## src/rtl/step_ctrl_pkg.sv

```systemverilog
//------------------------------------------------------------------------------
// step_ctrl_pkg : state encoding and default widths for the run/step controller
// Revision      : 1.0
//------------------------------------------------------------------------------
`default_nettype none

package step_ctrl_pkg;

    localparam int ADDR_W_DEF  = 32;
    localparam int BURST_W_DEF = 8;
    localparam int CNT_W_DEF   = 32;

    typedef enum logic [1:0] {
        ST_HALT  = 2'd0,
        ST_RUN   = 2'd1,
        ST_BURST = 2'd2,
        ST_BREAK = 2'd3
    } state_e;

endpackage

`default_nettype wire

```

## src/rtl/step_bp_match.sv

```systemverilog
//------------------------------------------------------------------------------
// step_bp_match : PC breakpoint compare with one-shot skip after a BREAK exit
// Revision      : 1.0
//------------------------------------------------------------------------------
`default_nettype none

module step_bp_match
    import step_ctrl_pkg::*;
#(
    parameter int ADDR_W = ADDR_W_DEF
) (
    input  logic              clk,
    input  logic              rst,
    input  logic [ADDR_W-1:0] pc,
    input  logic [ADDR_W-1:0] bp_addr,
    input  logic              bp_en,
    input  logic              cpu_en,
    input  logic              set_skip,
    output logic              match
);

    logic skip_q;
    logic skip_d;

    // skip lets the resumed instruction at the breakpoint retire once
    always_comb begin
        skip_d = skip_q;
        if (set_skip) begin
            skip_d = 1'b1;
        end else if (cpu_en) begin
            skip_d = 1'b0;
        end
    end

    always_ff @(posedge clk) begin
        if (!rst) begin
            skip_q <= 1'b0;
        end else begin
            skip_q <= skip_d;
        end
    end

    assign match = bp_en & (pc == bp_addr) & ~skip_q;

endmodule

`default_nettype wire

```

## src/rtl/step_ctrl.sv

```systemverilog
//------------------------------------------------------------------------------
// step_ctrl : run / single-step / burst controller producing the core enable.
//             Optional breakpoint halt under STEP_CTRL_BREAKPOINT_EN.
// Revision  : 1.0
//------------------------------------------------------------------------------
`default_nettype none

module step_ctrl
    import step_ctrl_pkg::*;
#(
    parameter int ADDR_W  = ADDR_W_DEF,
    parameter int BURST_W = BURST_W_DEF,
    parameter int CNT_W   = CNT_W_DEF
) (
    input  logic               clk,
    input  logic               rst,
    input  logic               step_pulse,
    input  logic               run_sw,
    input  logic               halt_req,
    input  logic [BURST_W-1:0] burst_len,
    input  logic [ADDR_W-1:0]  pc,
    input  logic [ADDR_W-1:0]  bp_addr,
    input  logic               bp_en,
    output logic               cpu_en,
    output logic               halted,
    output logic               bp_hit,
    output logic [1:0]         state,
    output logic [CNT_W-1:0]   instr_count
);

    state_e             state_q,       state_d;
    logic [BURST_W-1:0] remaining_q,   remaining_d;
    logic [CNT_W-1:0]   instr_count_q, instr_count_d;

    logic               match;
    logic               set_skip;
    logic               cpu_en_fsm;
    logic [BURST_W-1:0] burst_load;

    assign burst_load = (burst_len == '0) ? BURST_W'(1) : burst_len;

`ifdef STEP_CTRL_BREAKPOINT_EN
    step_bp_match #(
        .ADDR_W   (ADDR_W)
    ) u_bp_match (
        .clk      (clk),
        .rst      (rst),
        .pc       (pc),
        .bp_addr  (bp_addr),
        .bp_en    (bp_en),
        .cpu_en   (cpu_en),
        .set_skip (set_skip),
        .match    (match)
    );
`else
    logic unused_bp;
    assign match     = 1'b0;
    assign unused_bp = ^{pc, bp_addr, bp_en, set_skip};
`endif

    always_comb begin
        state_d     = state_q;
        remaining_d = remaining_q;
        cpu_en_fsm  = 1'b0;
        set_skip    = 1'b0;

        unique case (state_q)
            ST_HALT: begin
                if (!halt_req) begin
                    if (run_sw) begin
                        state_d = ST_RUN;
                    end else if (step_pulse) begin
                        state_d     = ST_BURST;
                        remaining_d = burst_load;
                    end
                end
            end

            ST_RUN: begin
                cpu_en_fsm = ~match & ~halt_req;
                if (halt_req) begin
                    state_d = ST_HALT;
                end else if (match) begin
                    state_d = ST_BREAK;
                end else if (!run_sw) begin
                    state_d = ST_HALT;
                end
            end

            ST_BURST: begin
                cpu_en_fsm = ~match & ~halt_req;
                if (halt_req) begin
                    state_d     = ST_HALT;
                    remaining_d = '0;
                end else if (match) begin
                    state_d     = ST_BREAK;
                    remaining_d = '0;
                end else begin
                    // A zero count here is unreachable but is treated as last.
                    if (remaining_q <= BURST_W'(1)) begin
                        state_d     = ST_HALT;
                        remaining_d = '0;
                    end else begin
                        remaining_d = remaining_q - BURST_W'(1);
                    end
                end
            end

            ST_BREAK: begin
                if (halt_req || !run_sw) begin
                    state_d = ST_HALT;
                end else if (step_pulse) begin
                    state_d     = ST_BURST;
                    remaining_d = burst_load;
                end
                set_skip = (state_d != ST_BREAK);
            end

            default: begin
                state_d = ST_HALT;
            end
        endcase
    end

    // Enable is killed combinationally while reset is asserted.
    assign cpu_en        = cpu_en_fsm & rst;
    assign instr_count_d = instr_count_q + (cpu_en ? CNT_W'(1) : CNT_W'(0));

    always_ff @(posedge clk) begin
        if (!rst) begin
            state_q       <= ST_HALT;
            remaining_q   <= '0;
            instr_count_q <= '0;
        end else begin
            state_q       <= state_d;
            remaining_q   <= remaining_d;
            instr_count_q <= instr_count_d;
        end
    end

    assign state       = state_q;
    assign halted      = (state_q == ST_HALT) || (state_q == ST_BREAK);
    assign bp_hit      = (state_q == ST_BREAK);
    assign instr_count = instr_count_q;

endmodule

`default_nettype wire

```

## config.mk

```make
export PLATFORM = sky130hd
export DESIGN_NAME = step_ctrl
export DESIGN_NICKNAME = d
export VERILOG_FILES = /design/src/rtl/step_ctrl_pkg.sv /design/src/rtl/step_bp_match.sv /design/src/rtl/step_ctrl.sv
export SDC_FILE = /design/constraint.sdc
export NUM_CORES = 1
export LEC_CHECK = 0
export ABC_AREA = 0
export ABC_CLOCK_PERIOD_IN_PS = 5500
export CAP_MARGIN = 20
export CELL_PAD_IN_SITES_DETAIL_PLACEMENT = 1
export CELL_PAD_IN_SITES_GLOBAL_PLACEMENT = 1
export CORE_ASPECT_RATIO = 1.25
export CORE_MARGIN = 2
export CORE_UTILIZATION = 31
export DETAILED_ROUTE_END_ITERATION = 8
export GPL_ROUTABILITY_DRIVEN = 0
export GPL_TIMING_DRIVEN = 1
export PLACE_DENSITY = 0.9
export SYNTH_ARGS = -nofsm -noshare
export SYNTH_HDL_FRONTEND = slang
export SYNTH_HIERARCHICAL = 1
export SYNTH_SLANG_ARGS = --single-unit
```

## constraint.sdc

```tcl
create_clock -name clk -period 5.5 [get_ports clk]
set_input_delay 0.55 -clock clk [delete_from_list [all_inputs] [get_ports clk]]
set_output_delay 0.55 -clock clk [all_outputs]
set_load 0.005 [all_outputs]
```

* After elaboration in Yosys (flattened, before gate mapping)
Cells that the tools add are included.
** Storage, ports and cells
- Input port bits :: 78
- Register bits after elaboration :: 42
** Cells by class
- Multiplexer cells :: 19
- $add $sub $neg :: 2
- Equal/unequal tests :: 8
- Bitwise logic cells :: 2
- Reductions and logical operators :: 9
- $lt $le $gt $ge :: 1
** Operator list (count)
- 8-bit two-way mux :: 7
- 32-bit by 1-bit adder with 32-bit output :: 1
- 8-bit one-hot mux with 3 select lines :: 1
- 2-bit two-way mux :: 8
- 8-bit by 1-bit <= comparator with 1-bit output, second input constant :: 1
- 8-bit logical NOT :: 1
- 2-bit one-hot mux with 4 select lines :: 1
- 8-bit by 1-bit subtractor with 8-bit output, second input constant :: 1
- 2-bit inequality test, second input constant :: 3
- 3-bit inequality test, second input constant :: 2
- 2-bit == test, second input constant :: 2
- 4-bit AND reduction :: 1
- 3-bit AND reduction :: 1
- 3-bit nonzero test :: 1
- 2-bit by 1-bit == test with 1-bit output, second input constant :: 1
- 2-bit logical NOT :: 1
- 1-bit logical OR :: 2
- 1-bit two-way mux :: 2
- 2-bit OR reduction :: 1
- 1-bit AND :: 1
- 1-bit logical NOT :: 1
- 1-bit NOT :: 1

* Logic depth before layout (Yosys ltp)
- Word-level depth :: 6
- Mapped depth :: 11

* Worst setup path before layout
OpenSTA, ideal clock, no wires.
- Kind :: input to register
- Start point :: input port rst
- End point :: register instr_count_q[18] (netlist: instr_count[18])
- Setup time :: 0.070 ns
- Required time :: 5.430 ns
- Stages on the path :: 11
- Slack :: 2.422 ns
- Data arrival time :: 3.007 ns
- Cells stage by stage :: clkbuf_1 > inv_1 > clkbuf_1 > nor3_1 > ha_1 > ha_1 > and3_1 > clkbuf_1 > nand3_1 > or4_1 > a21oi_1
** Between the ends
- Longest elaborated chain between the ends :: 3
** RTL lines
- start: declaration :: line step_ctrl.sv:16 : input logic rst,
- 1-bit AND :: line step_ctrl.sv:126 : assign cpu_en = cpu_en_fsm & rst;
- via cpu_en :: line step_ctrl.sv:24 : output logic cpu_en,
- 1-bit two-way mux :: line step_ctrl.sv:127 : assign instr_count_d = instr_count_q + (cpu_en ? CNT_W'(1) : CNT_W'(0));
- 32-bit by 1-bit adder with 32-bit output :: line step_ctrl.sv:127
- end signal: assignment :: line step_ctrl.sv:137 : instr_count_q <= instr_count_d;
- end: declaration :: line step_ctrl.sv:33 : logic [CNT_W-1:0] instr_count_q, instr_count_d;
The timed path passes the listed nets, and every way through them passes these cells.
A chain may end at the register's enable or synchronous reset.

* Worst setup path in the final report
- Start point :: input port rst
- End point :: register instr_count_q[18] (netlist: instr_count[18])
** Between the ends
- Longest elaborated chain between the ends :: 3
** RTL lines (line)
- 1-bit AND :: step_ctrl.sv:126
- 1-bit two-way mux :: step_ctrl.sv:127
- 32-bit by 1-bit adder with 32-bit output :: step_ctrl.sv:127
Parallel ways exist; a longest one is shown, timed or not.

==> impl_summary.txt <==
----------------------------------------------------
[Die]
  Die X ... 82.29 um
  Number of standard-cell rows in the floorplan ... 35
  Effective utilization at floorplan ... 0.3209
  Height of the die ... 101.9 um
  Total die area ... 8381 um2
  Core Box Area ... 7401 um2
  # IOs ... 115

[STA]
  Count of endpoints failing setup in the final report ... 0
  RSZ-0062 raised after global routing ... no
  Fin. max-slew vios ... 0
  Post-layout worst setup margin ... 1.525 ns
  Transition time at the pin with the least slew margin ... 0.7067 ns
  Maximum clock skew at final layout ... 0.008784 ns
  Final period utilization ... 0.7226
  Setup TNS ... 0 ns
  Min cycle time layout ... 3.975 ns
  Peak clock frequency supported by timing ... 0.2516 GHz
  Worst slew margin ... 0.5283
  Endpoints failing hold ... 0

[Placed design]
  Count of input and output buffers ... 49
  Placed cell area ... 2939 um2
  Dpl ws ... 1.203 ns
  HPWL after detailed placement ... 5.058 mm

[Global route]
  Total grt overflow ... 0
  All-layer global routing usage ... 0.1708
  Number of global-route vias before repair ... 2439
  Number of antenna violations at the first check in global routing ... 0
  First-pass GRT wire length ... 11.27 mm
  Maximum number of pins on one net before global-route repair ... 38

[Logic synthesis]
  Average footprint of a synthesized cell ... 8.573 um2
  Sequential fraction of the synthesis area ... 0.3541
  Async set or reset register ratio after synthesis ... 0
  Most used flip-flop cell after synthesis ... dfxtp_1
  Gate count of the mapped netlist ... 277
  Number of enable-type register cells in the synthesized netlist ... 0
  Net count of the mapped netlist ... 365
  Warnings, synthesis ... 6
  Number of library cell types mapped by synthesis ... 50
  Post-synth design cell area ... 2375 um2
  Number of storage elements in the synthesis netlist ... 42

[Power]
  Switching power as a share of total power ... 0.3041
  Design internal power ... 0.0005374 W
  Power Total ... 0.0007723 W
  Total net switching power ... 0.0002349 W
  Peak supply drop ... 168.8 uV
  Power share of the combinational group ... 0.245
  Static power due to leakage ... 1.039 nW
  Sequential power share ... 0.435
  Total power density per cell area ... 253.6 nW/um2
  Clock share of power ... 0.320

[Drt]
  Detail-routed via count per cell ... 5.692
  Pre-antenna DRT Iters ... 4
  Vias ... 2362
  Average wire length per cell after detail routing ... 16.61 um
  Total wire length after detailed routing ... 6.892 mm
  DRC violation count after routing ... 0
  Starting DRC count in detailed routing ... 73
  Number of nets with antenna violations after routing ... 0

[Worst setup path]
  Highest cell delay on the worst timing path ... 0.57 ns
  Worst-case reg-to-reg path depth ... 10
  Crit path launch type ... input pin
  Ordered cell list for the critical path ... clkdlybuf4s50_1, buf_4, inv_1, nor3_1, ha_1, ha_1, and3_1, nand3_1, or4_1, a21oi_1
  CP Class ... input pin to flip-flop
  Critical Path Fanout Max ... 37
  Data required, critical path ... 5.72 ns
  Critical-path top delay cell ... or4_1
  Cell repeated most along the worst path ... ha_1
  Worst EP arrival ... 4.20 ns
  Category of the worst setup path capture point ... flip-flop

[Clock tree]
  CTS-repair resized insts ... 0
  Sink count of the clock tree ... 42
  Maximum buffer depth of the clock tree ... 2
  Clock latency on the worst-skew pair ... 0.30 ns
  Count of hold-fix buffers inserted at cts ... 0
  Clock Tree Root ... clkbuf_8
  Maximum level of the CTS H-tree ... 2
  Number of buffers created by CTS ... 5
  Clock tree from TritonCTS ... yes
  Register clock-pin slew on the reported worst setup and hold paths ... 0.08 ns
  Number of post-CTS setup repair buffers ... 0

[Layout]
  Commonest cells after routing, fill and taps aside ... clkdlybuf4s50_1, dfxtp_1, nand2_1
  Share of final-layout standard cells stronger than drive strength 1 ... 0.04644
  Post-synthesis to final-layout area growth ... 28.24%
  Ant diodes ... 0
  Most common cell after layout, fill and taps aside ... clkdlybuf4s50_1
  Final non-filler cell area ... 3045 um2
  Final Net Count ... 410
  FILL cells ... 878
  Final Util ... 0.4115

[Worst hold path]
  Classification of the worst-slack hold path ... flip-flop to flip-flop
  Count of cells along the worst hold path ... 2

[Job]
  Reported max-cap violation count ... 0

[Run status]
  Run status ... complete, no violations

----------------------------------------------------
==> routing by layer <==
layer  routed length [um]  GRT usage
met1                 2907     0.1963
met2                 3580     0.3133
met3                  289    0.02827
met4                  115    0.05897
met5                    0          0
==> through the flow <==
stage                     hold slack (ns)  instances
after floorplan                    0.4683        277
after global placement             0.4626        407
after detailed placement           0.4755        407
after CTS                          0.4898        415
after global routing               0.5239        415
final                              0.4822        415
==> critical path: cells and delay by family <==
family                   cells  cell delay [ns]
AND/OR/NAND/NOR              4             1.70
adder cells (fa/ha/maj)      2             0.53
buffers and inverters        3             1.23
AO/OA/AOI/OAI                1             0.15
==> kinds of logic (layout without fill, tap and decap cells) <==
family	count (synthesis)	count (layout)	share of synthesized area
AND/OR/NAND/NOR	122	122	0.2792
AO/OA/AOI/OAI	57	57	0.1913
flip-flops	42	42	0.3541
buffers and inverters	25	71	0.04109
XOR/XNOR	13	13	0.04795
adder cells (fa/ha/maj)	10	10	0.05269
multiplexers	8	8	0.03372
==> path summary, 6_finish.rpt <==
check                                  start                          to  slack, ns
hold / removal    instr_count[31]$_SDFF_PN0_  instr_count[31]$_SDFF_PN0_       0.48
hold reg to reg   instr_count[31]$_SDFF_PN0_  instr_count[31]$_SDFF_PN0_       0.48
setup / recovery                         rst  instr_count[18]$_SDFF_PN0_       1.53
setup reg to reg       state[1]$_SDFFE_PN0P_  instr_count[18]$_SDFF_PN0_       2.25
==> synth_stat cells, types with 4 or more instances <==
library cell,instances,area (um2)
dfxtp_1,42,840.8
nand2_1,26,97.59
nor2_1,18,67.56
nand3_1,14,70.07
inv_1,13,48.80
nand2b_1,12,75.07
a21oi_1,11,55.05
nor4_1,11,68.82
ha_1,10,125.1
nand4_1,9,56.30
clkbuf_1,8,30.03
mux2i_1,8,80.08
xor2_1,8,70.07
and4_1,6,52.55
nor3_1,6,30.03
a32o_1,5,50.05
and2_1,5,31.28
o311ai_0,5,43.79
or4_1,5,37.54
xnor2_1,5,43.79
o31ai_1,4,30.03
o41ai_1,4,35.03
==> final cells by class <==
cell class	count	area (um2)	share of cell area
Tap cell	92	115.1	0.03780
Multi-Input combinational cell	210	1436	0.4717
Sequential cell	42	840.8	0.2761
Clock buffer	7	76.32	0.02506
Timing Repair Buffer	50	498.0	0.1635
Inverter	13	48.80	0.01602
Clock inverter	1	30.03	0.009860
==> registers in the layout, summed over array words and instances, names as in the netlist <==
| register | cells |
|---|---|
| state | 2 |
| instr_count | 32 |
| remaining_q | 8 |
==> power groups by stage <==
stage               registers, W  logic (W)  clock network (W)
finish                  0.000336   0.000189           0.000247
global route            0.000338   0.000208           0.000266
CTS                     0.000336   0.000190           0.000251
detailed placement      0.000343   0.000189                  0
global placement        0.000342   0.000179                  0
floorplan               0.000337   0.000130                  0
(Power assumes the default switching activity.)
